--- config.mk ---
export PLATFORM = sky130hd
export DESIGN_NAME = float_to_int_stream
export DESIGN_NICKNAME = d
export VERILOG_FILES = /design/src/rtl/float_to_int_stream.sv
export SDC_FILE = /design/constraint.sdc
export NUM_CORES = 1
export LEC_CHECK = 0
export CAP_MARGIN = 0
export CORE_MARGIN = 10
export CORE_UTILIZATION = 55
export CTS_CLUSTER_DIAMETER = 150
export CTS_CLUSTER_SIZE = 20
export DETAILED_ROUTE_END_ITERATION = 10
export PLACE_DENSITY = 0.8
export SLEW_MARGIN = 20
export SYNTH_ARGS = -nofsm -noshare
export SYNTH_HDL_FRONTEND = slang
export SYNTH_SLANG_ARGS = --single-unit
export TNS_END_PERCENT = 10
--- constraint.sdc ---
create_clock -name clk -period 3.61 [get_ports clk]
set_clock_uncertainty 0.15 [all_clocks]
set_input_delay 0.722 -clock clk [delete_from_list [all_inputs] [get_ports clk]]
set_output_delay 0.722 -clock clk [all_outputs]
set_load 0.01 [all_outputs]
--- src/rtl/float_to_int_stream.sv ---
// IEEE-754 single to 25-bit signed integer converter with valid/ready handshakes.
// Iterative right shift of the mantissa, round half away from zero, saturating.
module float_to_int_stream #(
    parameter int SHIFTS_PER_CYCLE = 1
) (
    input  logic               clk,
    input  logic               rst,
    input  logic               in_valid,
    output logic               in_ready,
    input  logic [31:0]        in_data,
    output logic               out_valid,
    input  logic               out_ready,
    output logic signed [24:0] out_data,
    output logic               out_sat,
    output logic               out_nan
);

    typedef enum logic [1:0] {S_IDLE, S_SHIFT, S_ROUND, S_DONE} state_t;

    localparam logic [4:0] LP_S = 5'(SHIFTS_PER_CYCLE);

    state_t      r_state, w_next;
    logic [23:0] r_mag;
    logic        r_g, r_sign, r_sat, r_nan, r_zero;
    logic [4:0]  r_rem;

    logic [7:0]  w_exp;
    logic        w_frac_nz, w_is_nan, w_is_big, w_is_zero, w_direct, w_acc, w_guard;
    logic [4:0]  w_n, w_k, w_km1;

    function automatic logic signed [24:0] f_round(input logic sign, input logic [23:0] m,
                                                   input logic g, input logic sat,
                                                   input logic nan, input logic zero);
        logic [23:0]        mag;
        logic signed [24:0] val;
        if (nan || zero) begin
            f_round = '0;
        end else if (sat) begin
            f_round = sign ? 25'sh1000001 : 25'sh0FFFFFF;
        end else begin
            // Guard cannot carry out: a set guard implies at least one shift happened.
            mag     = m + {23'd0, g};
            val     = $signed({1'b0, mag});
            f_round = sign ? -val : val;
        end
    endfunction

    assign w_exp     = in_data[30:23];
    assign w_frac_nz = |in_data[22:0];
    assign w_is_nan  = (w_exp == 8'd255) && w_frac_nz;
    assign w_is_big  = (w_exp >= 8'd151);
    assign w_is_zero = (w_exp <= 8'd125);
    assign w_n       = 5'(8'd150 - w_exp);
    assign w_direct  = w_is_nan || w_is_big || w_is_zero || (w_exp == 8'd150);
    assign in_ready  = (r_state == S_IDLE);
    assign w_acc     = in_valid && in_ready;

    assign w_k       = (r_rem < LP_S) ? r_rem : LP_S;
    assign w_km1     = w_k - 5'd1;
    assign w_guard   = r_mag[w_km1];

    always_ff @(posedge clk) begin
        if (rst) r_state <= S_IDLE;
        else     r_state <= w_next;
    end

    always_comb begin
        w_next = r_state;
        case (r_state)
            S_IDLE:  if (in_valid) w_next = w_direct ? S_ROUND : S_SHIFT;
            S_SHIFT: if (r_rem <= LP_S) w_next = S_ROUND;
            S_ROUND: w_next = S_DONE;
            S_DONE:  if (out_ready) w_next = S_IDLE;
            default: w_next = S_IDLE;
        endcase
    end

    always_ff @(posedge clk) begin
        if (rst) begin
            out_valid <= 1'b0;
            out_data  <= '0;
            out_sat   <= 1'b0;
            out_nan   <= 1'b0;
        end else begin
            case (r_state)
                S_IDLE: begin
                    if (w_acc) begin
                        r_mag  <= {1'b1, in_data[22:0]};
                        r_g    <= 1'b0;
                        r_sign <= in_data[31];
                        r_nan  <= w_is_nan;
                        r_sat  <= w_is_big && !w_is_nan;
                        r_zero <= w_is_zero;
                        r_rem  <= w_n;
                    end
                end
                S_SHIFT: begin
                    r_mag <= r_mag >> w_k;
                    r_g   <= w_guard;
                    r_rem <= r_rem - w_k;
                end
                S_ROUND: begin
                    out_valid <= 1'b1;
                    out_data  <= f_round(r_sign, r_mag, r_g, r_sat, r_nan, r_zero);
                    out_sat   <= r_sat;
                    out_nan   <= r_nan;
                end
                S_DONE: begin
                    if (out_ready) out_valid <= 1'b0;
                end
                default: ;
            endcase
        end
    end

endmodule
After elaboration in Yosys (flattened, before gate mapping) --
Index checks and enable logic that the tools add are counted.
Storage, ports and cells: register bits after elaboration 64, output and inout bits 29, logic and storage cells 69
Cells by class: add/subtract/negate cells 5, order comparisons 5, eq/ne operators 9, shift-type cells 1, mux-type cells 20, bitwise gates (word level) 1, reduce and logical (&&, ||, !) cells 16
Operators by type and width (number):
- $mux W25 | 4
- $pmux W24 S2 | 1
- $neg A24 Y25 | 1
- $add A24 B1 Y24 | 1
- $mux W24 | 1
- $shr A24 B5 Y24 | 1
- $reduce_or A23 Y1 | 1
- $eq A8 B8 Y1 const B | 2
- $mux W5 | 2
- $pmux W5 S2 | 1
- $reduce_and A3 Y1 | 3
- $ge A8 B8 Y1 const B | 1
- $le A8 B7 Y1 const B | 1
- $mux W2 | 4
- $pmux W2 S4 | 1
- $lt A5 B6 Y1 const B | 1
- $ne A2 B2 Y1 const B | 3
- $bmux W1 S5 | 1
- $le A5 B1 Y1 const B | 1
- $lt A5 B1 Y1 const B | 1
- $sub A5 B1 Y5 const B | 1
- $sub A5 B5 Y5 | 1
- $sub A5 B5 Y5 const A | 1
- $eq A2 B2 Y1 const B | 2
- other kinds (11) | 20

Depth between registers and ports, before layout --
Gate-level depths: netlist (run 1).
depth after elaboration 8, gate-level depth with buffers 11, mapped depth without buffers 9

Least setup slack after synthesis (run 1) --
Ideal clock, no wire load.
path type register -> register, start reg r_rem[3], end reg r_g, data pin, setup time 0.255 ns, data arrival time 2.608 ns, data required time 3.205 ns, setup slack 0.597 ns, cell stages (with the launch flop) 11, buffers on the path 2, clock period less this slack 3.013 ns, path through edfxtp_1 or4_1 or2_2 clkbuf_1 inv_2 buf_1 ha_1 inv_1 o221ai_1 o31ai_1 and3_1
Between the ends: word-level cells in the longest chain between the ends 6
Ends and longest elaborated chain:
- from (decl) | line 25 | logic [4:0] r_rem;
- from (signal assigned) | line 94 | r_rem <= w_n;
- from (signal assigned) | line 100 | r_rem <= r_rem - w_k;
- $lt A5 B1 Y1 | line 58 | assign w_k = (r_rem < LP_S) ? r_rem : LP_S;
- $mux W5 (*) | line 58
- $sub A5 B1 Y5 (*) | line 59 | assign w_km1 = w_k - 5'd1;
- $bmux W1 S5 (*) | line 60 | assign w_guard = r_mag[w_km1];
- $mux W1 (implied by the code) (*) | line 60
- $pmux W1 S2 (*) | line 85 | case (r_state)
- to (signal assigned) | line 99 | r_g <= w_guard;
- to (decl) | line 24 | logic r_g, r_sign, r_sat, r_nan, r_zero;
Every way passes the cells marked *; elsewhere a longest branch is shown, timed or not. The select of a mux whose other input is x is not followed. A chain may end at the register's enable or synchronous reset.

Worst setup path in the final report (run 1) --
start reg r_mag[2], end reg out_data[23]
Between the ends: word-level cells in the longest chain between the ends 5
Ends and longest elaborated chain:
- from (decl) | line 23 | logic [23:0] r_mag;
- from (signal assigned) | line 88 | r_mag <= {1'b1, in_data[22:0]};
- from (signal assigned) | line 98 | r_mag <= r_mag >> w_k;
- $add A24 B1 Y24 (*) | line 42 | mag = m + {23'd0, g};
- $neg A24 Y25 | line 44 | f_round = sign ? -val : val;
- $mux W25 (*) | line 44
- $mux W25 (*) | line 38 | end else if (sat) begin
- $mux W25 (*) | line 36 | if (nan || zero) begin
- to (signal assigned) | line 104 | out_data <= f_round(r_sign, r_mag, r_g, r_sat, r_nan, r_zero);
- to (decl) | line 13 | output logic signed [24:0] out_data,
Every way passes the cells marked *; elsewhere a longest branch is shown, timed or not.

==> results of run 1 <==
where the power goes:
group	internal [W]	total (W)	switching [W]
clock network	0.000386	0.000667	0.000281
registers	0.000968	0.00116	0.000197
logic	0.000513	0.00123	0.000714
through the flow:
step           instances  power [W]
2_1_floorplan        559    0.00202
3_3_place_gp         696    0.00235
3_5_place_dp         696    0.00239
4_1_cts              712    0.00306
5_1_grt              712    0.00325
6_report             712    0.00306
final cells by class:
cell class,count,area [µm²]
fill,705,2680
inverter,19,71.3
sequential,64,1620
clock inverter,4,68.8
timing repair buffer,78,746
clock buffer,12,135
multi-input combinational,430,2840
tap,105,131
routing by layer:
layer | vias up | share of wire, % | track usage [%]
li1 | 2130 | - | -
met1 | 2137 | 41 | 21.3
met2 | 104 | 52 | 34.8
met3 | 25 | 4.2 | 4.12
met4 | 0 | 2.1 | 7.61
met5 | - | 0 | 0
cells by family after synthesis:
| group | synth area share, % |
|---|---|
| AOI/OAI and AO/OA | 19.2 |
| buffers and inverters | 5.79 |
| xor gates and xnor gates | 5.92 |
| other | 0.0792 |
| DFF | 34.3 |
| muxes | 7.40 |
| and+or+nand+nor | 23.9 |
| adders and majority gates | 3.44 |
tightest hold or removal path, cell delays in order, from the launching register on:
cell     delay (ps)
dfxtp_1         310
nand2_1          60
a21oi_1          50
worst min-delay path by stage:
stage	to	slack (ps)	cells after the start
6_report	out_data[6]	320	2
5_1_grt	out_data[0]	340	2
4_1_cts	out_data[6]	320	2
3_5_place_dp	out_data[6]	310	2
3_3_place_gp	out_data[6]	300	2
2_1_floorplan	out_data[0]	340	2
flip-flops by register name, indices dropped and copies added, names as in the netlist:
| register | count |
|---|---|
| out_data | 25 |
| r_mag | 24 |
| r_rem | 5 |
| r_state | 2 |
| out_nan | 1 |
| out_sat | 1 |
| out_valid | 1 |
| r_g | 1 |
| r_nan | 1 |
| r_sat | 1 |
| r_sign | 1 |
| r_zero | 1 |
cell usage in the layout (no fill, tap or decap), types with 4 or more instances in the layout:
cell type | netlist | final
clkdlybuf4s50_1 | 0 | 64
nor2_1 | 63 | 62
a21oi_1 | 57 | 57
nand2_1 | 49 | 49
mux2i_1 | 35 | 35
edfxtp_1 | 34 | 34
dfxtp_1 | 30 | 30
xnor2_1 | 22 | 22
nand3_1 | 20 | 20
inv_1 | 16 | 16
nor3_1 | 15 | 15
o21ai_0 | 14 | 14
buf_4 | 2 | 14
nor4_1 | 12 | 12
ha_1 | 13 | 12
nand4_1 | 9 | 9
a22oi_1 | 9 | 9
clkbuf_8 | 0 | 9
nor2b_1 | 7 | 7
a21o_1 | 6 | 6
o2bb2ai_1 | 6 | 6
xor2_1 | 5 | 5
o31ai_1 | 5 | 5
nand2b_1 | 4 | 4
or3_1 | 4 | 4
==> results.sh, run 1 <==
export IMPL_ctsHtreeMaxLevel=3
export IMPL_synth_ff_type="edfxtp_1"
export IMPL_drtPass1Iterations=4
export IMPL_antenna_found_initial=0
export IMPL_min_from="out_data[6]"
export IMPL_cts_tree="done"
export IMPL_numPortBuffers=64
export IMPL_wl_per_cell_um=17.4
export IMPL_path_clk_slew_ps=70
export IMPL_post_route_min_period_ps=3250
export IMPL_ff2ff_setup_slack_ps=360
export IMPL_numCtsBuffers=9
export IMPL_r2r_end="out_data[23]"
export IMPL_drt_iter0_markers=344
export IMPL_synth_edf_count=34
export IMPL_track_usage_pct=19.2
export IMPL_synth_largest_area_cell="edfxtp_1"
export IMPL_wl_mm=12.4
export IMPL_dieHeight_um=113
export IMPL_max_freq_ghz=0.308
export IMPL_setup_violations=0
export IMPL_rows=33
export IMPL_grt_pass1_wl_mm=20.6
export IMPL_initial_utilization_pct=57.0
export IMPL_synth_cell_types=77
export IMPL_dp_hpwl_mm=9.36
export IMPL_critPathMaxStageDelay_ps=730
export IMPL_arrival_ps=3340
export IMPL_die_area_um2=12700
export IMPL_crit_family="simple AND/OR/NAND/NOR gates"
export IMPL_drv_slew=0
export IMPL_cts_root_buffer="clkbuf_8"
export IMPL_ctsHoldBuffers=0
export IMPL_reg2reg_from="r_mag[2]"
export IMPL_synth_async_reset_ratio_pct=0
export IMPL_cp_max_fo=13
export IMPL_post_route_period_util_pct=90.0
export IMPL_rsz0062_at_grt="false"
export IMPL_post_route_drc_count=0
export IMPL_clock_latency_ps=350
export IMPL_cp_num_buf_inv=0
export IMPL_worstSetupPathDepth=8
export IMPL_reg2reg_depth=8
export IMPL_critPathCapture="out_data[23]"
export IMPL_grt_pass1_vias=4346
export IMPL_synth_top_cell_area_share_pct=21.6
export IMPL_ant_nets=0
export IMPL_timing_hold_ws_ps=318
export IMPL_cts_sinks=64
export IMPL_worst_hold_path_type="reg -> reg"
export IMPL_status="finished clean"
export IMPL_slowest_stage="or4_2"
export IMPL_p_per_area_nw_per_um2=545
export IMPL_max_cap_violations=0
export IMPL_fin_tns_setup_ps=0
export IMPL_post_place_ws_ps=382
export IMPL_yosysMostFrequentCell="nor2_1"
export IMPL_vdd_drop_max_uv=549
export IMPL_hold_viol=0
export IMPL_area_growth_pct=18.7
export IMPL_worst_pin_slew_ps=901
export IMPL_path_cells="nand4_4 > or4_2 > nor3_2 > nand3_1 > xnor2_2 > o311ai_0 > o41ai_1 > o2bb2ai_1"
export IMPL_cp_end_kind="flop"
export IMPL_design_area_um2=5620
export IMPL_via_per_inst=6.17
export IMPL_cts_resized=0
export IMPL_core_area_um2=8300
export IMPL_clk_path_buf_depth=2
export IMPL_grt_overflow=0
export IMPL_path_class="reg -> reg"
export IMPL_ys_ff_latch=64
export IMPL_syn_area_per_cell_um2=8.47
export IMPL_yosysSeqAreaShare_pct=34.3
export IMPL_layout_drive_gt1_share_pct=7.58
export IMPL_diodes=0
export IMPL_max_slew_margin_pct=39.5
export IMPL_ys_warn_count=0
export IMPL_syn_num_nets=608
export IMPL_synth_area_um2=4730
export IMPL_final_setup_worst_slack_ps=360
export IMPL_routabilityCongestion=0.875
export IMPL_crit_start="r_mag[2]"
export IMPL_p_leak_nw=1.92
export IMPL_fp_dieW_um=113
export IMPL_post_cts_buffers=0
export IMPL_grt_max_degree=60
export IMPL_finish_utilization_pct=67.7
export IMPL_syn_instance_count=559
export IMPL_vias=4396
export IMPL_cp_start_kind="flop"
export IMPL_required_ps=3700
export IMPL_nets=651
export IMPL_synth_common_cells="63 x nor2_1, 57 x a21oi_1, 49 x nand2_1, 35 x mux2i_1"
export IMPL_synthTopCellsByArea="edfxtp_1 22%, dfxtp_1 13%, mux2i_1 7.4%"
export IMPL_io_pins=65
export IMPL_place_area_um2=5410
(Power assumes the default switching activity.)
==> run 2: changes to the inputs <==
--- a/config.mk
+++ b/config.mk
@@ -11,8 +11,8 @@
 export CTS_CLUSTER_DIAMETER = 150
 export CTS_CLUSTER_SIZE = 20
 export DETAILED_ROUTE_END_ITERATION = 10
+export GPL_ROUTABILITY_DRIVEN = 0
 export PLACE_DENSITY = 0.8
-export SLEW_MARGIN = 20
 export SYNTH_ARGS = -nofsm -noshare
 export SYNTH_HDL_FRONTEND = slang
 export SYNTH_SLANG_ARGS = --single-unit
==> results.sh, run 2 (synthesis results as in run 1) <==
export IMPL_post_route_min_period_ps=3270
export IMPL_hold_path_end="out_data[6]"
export IMPL_cp_end_kind="flop"
export IMPL_track_usage_pct=19.0
export IMPL_clkPwrFrac_pct=20.8
export IMPL_seqPwrFrac_pct=38.3
export IMPL_max_cap_violations=0
export IMPL_fin_tns_setup_ps=0
export IMPL_dp_hpwl_mm=9.14
export IMPL_final_common_cell="clkdlybuf4s50_1"
export IMPL_timing_hold_ws_ps=313
export IMPL_wl_mm=12.3
export IMPL_cp_max_fo=12
export IMPL_post_cts_buffers=0
export IMPL_rsz0062_at_grt="false"
export IMPL_reg2reg_depth=8
export IMPL_swShare_pct=40.4
export IMPL_hold_viol=0
export IMPL_setup_violations=0
export IMPL_layout_drive_gt1_share_pct=8.24
export IMPL_max_flop_register="out_data"
export IMPL_fp_dieW_um=113
export IMPL_dr_wl_met3_um=756
export IMPL_path_clk_slew_ps=80
export IMPL_place_area_um2=5410
export IMPL_post_place_ws_ps=381
export IMPL_layout_common_cells="64 x clkdlybuf4s50_1, 62 x nor2_1, 57 x a21oi_1"
export IMPL_path_class="reg -> reg"
export IMPL_wl_per_cell_um=17.3
export IMPL_clk_path_buf_depth=2
export IMPL_r2r_end="out_data[23]"
export IMPL_cts_resized=0
export IMPL_regArea_um2=1620
export IMPL_grt_max_degree=60
export IMPL_worst_pin_slew_ps=889
export IMPL_numCtsBuffers=9
export IMPL_final_setup_worst_slack_ps=342
export IMPL_met1_length_mm=4.85
export IMPL_design_area_um2=5610
export IMPL_p_leak_nw=1.92
export IMPL_diodes=0
export IMPL_antenna_found_initial=0
export IMPL_drtPass1Iterations=5
export IMPL_min_from="out_data[6]"
export IMPL_post_route_drc_count=0
export IMPL_cts_tree="done"
export IMPL_via_per_inst=6.19
export IMPL_p_switching_w=0.00122
export IMPL_area_growth_pct=18.5
export IMPL_grt_pass1_vias=4316
export IMPL_status="finished clean"
export IMPL_max_slew_margin_pct=40.3
export IMPL_clock_latency_ps=360
export IMPL_ctsHtreeMaxLevel=3
export IMPL_largest_register_ffs=25
export IMPL_met2WireLength_mm=6.46
export IMPL_arrival_ps=3360
export IMPL_ff2ff_setup_slack_ps=340
export IMPL_rows=33
export IMPL_max_freq_ghz=0.306
export IMPL_cp_start_kind="flop"
export IMPL_dieHeight_um=113
export IMPL_drv_slew=0
export IMPL_p_comb_share_pct=40.9
export IMPL_worst_hold_path_type="reg -> reg"
export IMPL_total_power_w=0.00302
export IMPL_vdd_drop_max_uv=391
export IMPL_grt_overflow=0
export IMPL_post_route_period_util_pct=90.5
export IMPL_required_ps=3700
export IMPL_initial_utilization_pct=57.0
export IMPL_cts_sinks=64
export IMPL_ctsHoldBuffers=0
export IMPL_io_pins=65
export IMPL_cts_root_buffer="clkbuf_8"
export IMPL_drt_iter0_markers=292
export IMPL_internal_power_w=0.00180
export IMPL_fillCellCount=683
export IMPL_hold_depth=2
export IMPL_p_per_area_nw_per_um2=539
export IMPL_multi_input_area_um2=2840
export IMPL_core_area_um2=8300
export IMPL_vias=4406
export IMPL_highest_layer="met4"
export IMPL_die_area_um2=12700
export IMPL_nets=651
export IMPL_top_regs="out_data (25), r_mag (24), r_rem (5)"
export IMPL_reg2reg_from="r_mag[1]"
export IMPL_grt_pass1_wl_mm=20.3
export IMPL_numPortBuffers=64
export IMPL_ant_nets=0
==> run 2: per-layer routing <==
| layer | global-route usage, % | vias to the layer above |
|---|---|---|
| met5 | 0 | - |
| met4 | 7.53 | 0 |
| met3 | 4.23 | 30 |
| met2 | 33.0 | 151 |
| met1 | 22.1 | 2088 |
| li1 | - | 2137 |
==> run 2: layout make-up <==
class	instances	share of cell area (%)
Multi-Input combinational cell	430	50.7
Sequential cell	64	28.9
Timing Repair Buffer	78	13.3
Tap cell	105	2.34
Clock buffer	9	2.21
Clock inverter	7	1.29
Inverter	19	1.27
==> run 2: stage by stage <==
step	util (%)	std cells
3_5_place_dp	65.2	696
3_3_place_gp	65.2	696
5_1_grt	67.6	712
6_report	67.6	712
2_1_floorplan	-	559
4_1_cts	67.6	712
==> run 2: how the worst max path moves through the flow <==
stage          cells after the start      endpoint     start
2_1_floorplan                     10           r_g  r_rem[3]
3_3_place_gp                       9  out_data[21]  r_mag[0]
3_5_place_dp                      10  out_data[21]  r_mag[0]
4_1_cts                           10  out_data[21]  r_mag[0]
5_1_grt                            8  out_data[23]  r_mag[1]
6_report                           8  out_data[23]  r_mag[1]
==> run 2: power groups by stage <==
stage | Combinational (W) | Clock (W) | Sequential (W)
final | 0.00124 | 0.000628 | 0.00116
after detailed placement | 0.00123 | 0 | 0.00117
after global routing | 0.00138 | 0.000654 | 0.00118
after CTS | 0.00124 | 0.000634 | 0.00115
after global placement | 0.00119 | 0 | 0.00116
after floorplan | 0.000945 | 0 | 0.00107
==> run 2: critical path, cell delays in order, from the launching register on <==
cell and delay [ps]:
edfxtp_1 610, nand4_4 230, or4_2 720, nor3_2 320
nand3_1 210, xnor2_2 220, o311ai_0 390, o41ai_1 150
o2bb2ai_1 140
